<file path="config.mk">
export PLATFORM = sky130hd
export DESIGN_NAME = booth_seq_mult
export DESIGN_NICKNAME = d
export VERILOG_FILES = /design/src/rtl/booth_seq_mult.sv
export SDC_FILE = /design/constraint.sdc
export NUM_CORES = 1
export LEC_CHECK = 0
export CORE_MARGIN = 2
export CORE_UTILIZATION = 40
export CTS_CLUSTER_DIAMETER = 150
export DETAILED_ROUTE_END_ITERATION = 10
export HOLD_SLACK_MARGIN = 0.06
export MAX_ROUTING_LAYER = met4
export SLEW_MARGIN = 20
export SYNTH_ARGS = -nofsm -noshare
export SYNTH_HDL_FRONTEND = slang
export SYNTH_SLANG_ARGS = --single-unit
</file>
<file path="constraint.sdc">
create_clock -name Clock -period 7.6 [get_ports Clock]
set_input_delay 2.28 -clock Clock [delete_from_list [all_inputs] [get_ports Clock]]
set_output_delay 2.28 -clock Clock [all_outputs]
set_load 0.02 [all_outputs]
</file>
<file path="src/rtl/booth_seq_mult.sv">
// Sequential radix-2 Booth multiplier with Start/Busy/Done handshake.
// Optional `BOOTH_UNSIGNED_EN adds an IsSigned input selecting unsigned operands.
module booth_seq_mult #(
  parameter int WIDTH = 8,
  parameter int CNT_W = $clog2(WIDTH + 2)
) (
  input  logic                 Clock,
  input  logic                 Reset,
  input  logic                 Start,
  input  logic [WIDTH-1:0]     Multiplicand,
  input  logic [WIDTH-1:0]     Multiplier,
`ifdef BOOTH_UNSIGNED_EN
  input  logic                 IsSigned,
`endif
  output logic                 Busy,
  output logic                 Done,
  output logic [2*WIDTH-1:0]   Product
);

`ifdef BOOTH_UNSIGNED_EN
  localparam int QW = WIDTH + 1;
`else
  localparam int QW = WIDTH;
`endif

  typedef enum logic [1:0] {
    IDLE = 2'd0,
    RUN  = 2'd1,
    DONE = 2'd2
  } state_t;

  state_t               state, state_next;
  logic [WIDTH:0]       a, m_reg, sum;
  logic [QW-1:0]        q;
  logic                 q_1;
  logic [CNT_W-1:0]     count;
  logic [WIDTH:0]       m_load;
  logic [QW-1:0]        q_load;
  logic [CNT_W-1:0]     cnt_load;
  logic [2*WIDTH-1:0]   prod_fin;
  logic                 last_iter;
`ifdef BOOTH_UNSIGNED_EN
  logic                 signed_r;
`endif

  assign last_iter = (count == CNT_W'(1));

  // State register.
  always_ff @(posedge Clock or posedge Reset) begin
    if (Reset) state <= IDLE;
    else       state <= state_next;
  end

  // Next-state logic.
  always_comb begin
    state_next = state;
    case (state)
      IDLE:    if (Start) state_next = RUN; else state_next = IDLE;
      RUN:     if (last_iter) state_next = DONE; else state_next = RUN;
      DONE:    state_next = IDLE;
      default: state_next = IDLE;
    endcase
  end

  // Operand extension on load; unsigned mode needs one extra iteration.
  always_comb begin
`ifdef BOOTH_UNSIGNED_EN
    if (IsSigned) begin
      m_load   = {Multiplicand[WIDTH-1], Multiplicand};
      q_load   = {Multiplier[WIDTH-1], Multiplier};
      cnt_load = CNT_W'(WIDTH);
    end else begin
      m_load   = {1'b0, Multiplicand};
      q_load   = {1'b0, Multiplier};
      cnt_load = CNT_W'(WIDTH + 1);
    end
`else
    m_load   = {Multiplicand[WIDTH-1], Multiplicand};
    q_load   = Multiplier;
    cnt_load = CNT_W'(WIDTH);
`endif
  end

  // Booth add/subtract and the post-shift product taken on the last iteration.
  always_comb begin
    sum = a;
    case ({q[0], q_1})
      2'b01:   sum = a + m_reg;
      2'b10:   sum = a - m_reg;
      default: sum = a;
    endcase
    // {sum, q} shifted right by one: A'[W-1:0] = sum[W:1], Q' = {sum[0], q[QW-1:1]}
`ifdef BOOTH_UNSIGNED_EN
    if (signed_r) prod_fin = {sum, q[QW-1:2]};
    else          prod_fin = {sum[WIDTH-1:0], q[QW-1:1]};
`else
    prod_fin = {sum, q[QW-1:1]};
`endif
  end

  // Datapath registers and registered handshake outputs.
  always_ff @(posedge Clock or posedge Reset) begin
    if (Reset) begin
      a        <= '0;
      m_reg    <= '0;
      q        <= '0;
      q_1      <= 1'b0;
      count    <= '0;
      Product  <= '0;
      Busy     <= 1'b0;
      Done     <= 1'b0;
`ifdef BOOTH_UNSIGNED_EN
      signed_r <= 1'b0;
`endif
    end else begin
      Busy <= (state_next != IDLE);
      Done <= (state_next == DONE);
      if (state == IDLE && Start) begin
        a     <= '0;
        m_reg <= m_load;
        q     <= q_load;
        q_1   <= 1'b0;
        count <= cnt_load;
`ifdef BOOTH_UNSIGNED_EN
        signed_r <= IsSigned;
`endif
      end else if (state == RUN) begin
        a     <= {sum[WIDTH], sum[WIDTH:1]};
        q     <= {sum[0], q[QW-1:1]};
        q_1   <= q[0];
        count <= count - CNT_W'(1);
        if (last_iter) Product <= prod_fin;
        else           Product <= Product;
      end else begin
        a <= a;
      end
    end
  end

endmodule

</file>
==> results.json <==
{
  "rsz0062_at_grt": "false",
  "cp-start-kind": "input port",
  "synth.most_common_cell": "nand2_1",
  "synth_edf_count": 0,
  "synthTopCellsByCount": "69 x nand2_1, 49 x dfrtp_1, 25 x o21ai_0",
  "post-route-period-util_pct": 55.1,
  "post_cts_buffers": 0,
  "syn_area_per_cell_um2": 9.23,
  "crit_path_top_delay_cell": "and2_0",
  "grt_max_degree": 50,
  "grt_pass1_wl_um": 8960,
  "cts-resized-gates": 0,
  "setup_ws_ns": 3.41,
  "largest_reg_flops": 16,
  "synth_fp_nets": 305,
  "path_class": "input port to flip-flop",
  "clock.fmax_ghz": 0.239,
  "drtAntennaViolNets": 0,
  "io_buffers": 36,
  "finalWeightedCongestion": 0.846,
  "cts.sink_count": 49,
  "netlist_top_cells_area": "dfrtp_1 49%, nand2_1 10%, ha_1 6.0%, o21ai_0 5.0%, xnor2_1 3.8%",
  "wire_per_inst_um": 13.4,
  "ys_async_sr_fraction_pct": 100,
  "grtUsageMet1_pct": 21.4,
  "dr_total_vias": 1918,
  "drv_cap": 0,
  "critical_path.max_stage_delay_ns": 0.82,
  "nets": 337,
  "htreeDepth": 2,
  "antenna_found_initial": 0,
  "num_rows": 28,
  "ys_seq_elements": 49,
  "syn_inst": 273,
  "synth_top_cell_area_share_pct": 48.7,
  "grt_pass1_vias": 1864,
  "clock_latency_ns": 0.30,
  "grt_use_total_pct": 16.2,
  "clockBufferDepth": 2,
  "cpLargestDelayFamily": "simple AND/OR/NAND/NOR gates",
  "slew_viol_final": 0,
  "die_x_um": 83.4,
  "die_h_um": 83.4,
  "drtPass1Iterations": 4,
  "tritoncts": "built",
  "finalHoldViolCount": 0,
  "worst_pin_slew_ns": 1.06,
  "drc_errors": 0,
  "clkTransAtPathRegs_ns": 0.09,
  "core_region_area_um2": 5990,
  "layout_min_cycle_time_ns": 4.19,
  "clockRootBuffer": "clkbuf_8",
  "dieArea_um2": 6950,
  "use_met2_pct": 25.4,
  "fin_skew_ns": 0.00762,
  "io_pins": 37,
  "final_util_pct": 51.1,
  "avgViaCountPerCell": 5.03,
  "overflow": 0,
  "synth_warnings": 0,
  "drt_iter0_drc": 68,
  "slew_headroom_pct": 29.3,
  "use_met3_pct": 3.48,
  "worstPathArrival_ns": 4.39,
  "cp_cell_sequence": "clkdlybuf4s50_1 > and2_0 > nor2_1 > a221o_1",
  "netlist_area_um2": 2520,
  "crit_path_max_fanout": 22,
  "synth_top_area_cell": "dfrtp_1",
  "ys_seq_area_share_pct": 48.7,
  "dp_hpwl_um": 3680,
  "ys.flop_type": "dfrtp_1",
  "synthToLayoutAreaGrowth_pct": 21.5,
  "endpoint_kind": "flip-flop",
  "insertedDiodeCount": 0,
  "numCtsBuffers": 5,
  "final.setup.tns_ns": 0,
  "setup_viol": 0,
  "grt.busiest_layer": "met2",
  "required_ns": 7.80,
  "fillers": 583,
  "crit_buf_inv": 1,
  "post-place-ws_ns": 3.08,
  "min_path_type": "flip-flop to flip-flop",
  "synth_cell_type_count": 41,
  "postCtsHoldBufs": 0,
  "drive_gt1_share_pct": 5.56,
  "routed_wl_um": 5100,
  "status": "finished, final reports clean",
  "initial_core_util_pct": 42.1,
  "largest-register": "Product"
}
[worst paths after layout]
check / startpoint / cells past startpoint / endpoint / slack (ns)
max: Start / 4 / q[7]$_DFFE_PP0P_ / 3.41
min: Product[13]$_DFFE_PP0P_ / 2 / Product[13]$_DFFE_PP0P_ / 0.48
max reg2reg: m_reg[2]$_DFFE_PP0P_ / 9 / Product[15]$_DFFE_PP0P_ / 4.81
min reg2reg: Product[13]$_DFFE_PP0P_ / 2 / Product[13]$_DFFE_PP0P_ / 0.48
max in group asynchronous: Reset / 2 / Product[15]$_DFFE_PP0P_ / 4.67
min in group asynchronous: Reset / 2 / a[6]$_DFFE_PP0P_ / 2.43
[layout by cell type, fill, tap and decap left out, types with 2 or more instances in the layout]
cell             count
clkdlybuf4s50_1     36
clkbuf_8             5
a211oi_1             2
dfrtp_1             49
xor2_1               4
nor3_1               2
nand3_1              8
nor4_1               2
clkinv_2             2
nand2b_1             3
nor2b_1              4
a22oi_1              8
ha_1                12
mux2_2               3
bufinv_16            2
a21oi_1              8
xnor2_1             11
nand2_1             69
nor2_1              14
inv_1               12
o21ai_0             25
mux2i_1              6
[cell type report]
type                    count  area, µm²  area share (%)
flip-flops and latches     49       1230            40.0
multi-input cells         199       1190            39.0
repair buffers             36        360            11.8
well taps                  75       93.8            3.06
clock buffers               5       68.8            2.25
clock inverters             3       65.1            2.13
inverters                  14       53.8            1.76
[metrics by stage]
stage	instance area [µm²]	cells	hold WS [ns]
2_1_floorplan	2520	273	0.462
3_3_place_gp	2930	373	0.463
3_5_place_dp	2930	373	0.464
4_1_cts	3060	381	0.491
5_1_grt	3060	381	0.514
6_report	3060	381	0.482
[routing by layer]
| layer | wire length (µm) | up-vias |
|---|---|---|
| li1 | - | 977 |
| met2 | 2450 | 34 |
| met4 | 60 | 0 |
| met1 | 2410 | 900 |
| met3 | 176 | 7 |
| met5 | 0 | - |
[kinds of logic (layout without fill, tap and decap cells)]
family	Yosys count	in the layout	share of synthesized area (%)
simple gates	107	107	18.1
compound gates	55	55	13.6
flops	49	49	48.7
buf+inv	25	58	3.97
xor+xnor	15	15	5.21
fa+ha+maj	13	13	6.75
mux	9	9	3.72
[worst register-to-register path, cell delays in order (launching register included)]
cell and delay, ns:
dfrtp_1 0.45, nor4_1 0.42, a21oi_1 0.16, xnor2_1 0.15
ha_1 0.36, a2111o_1 0.40, o22ai_2 0.12, mux2i_1 0.34
xnor2_1 0.19, o21ai_1 0.08
Power is left out: the tool's default activity adds up to more than one toggle a clock period on the data nets, which glitch-free logic cannot reach.
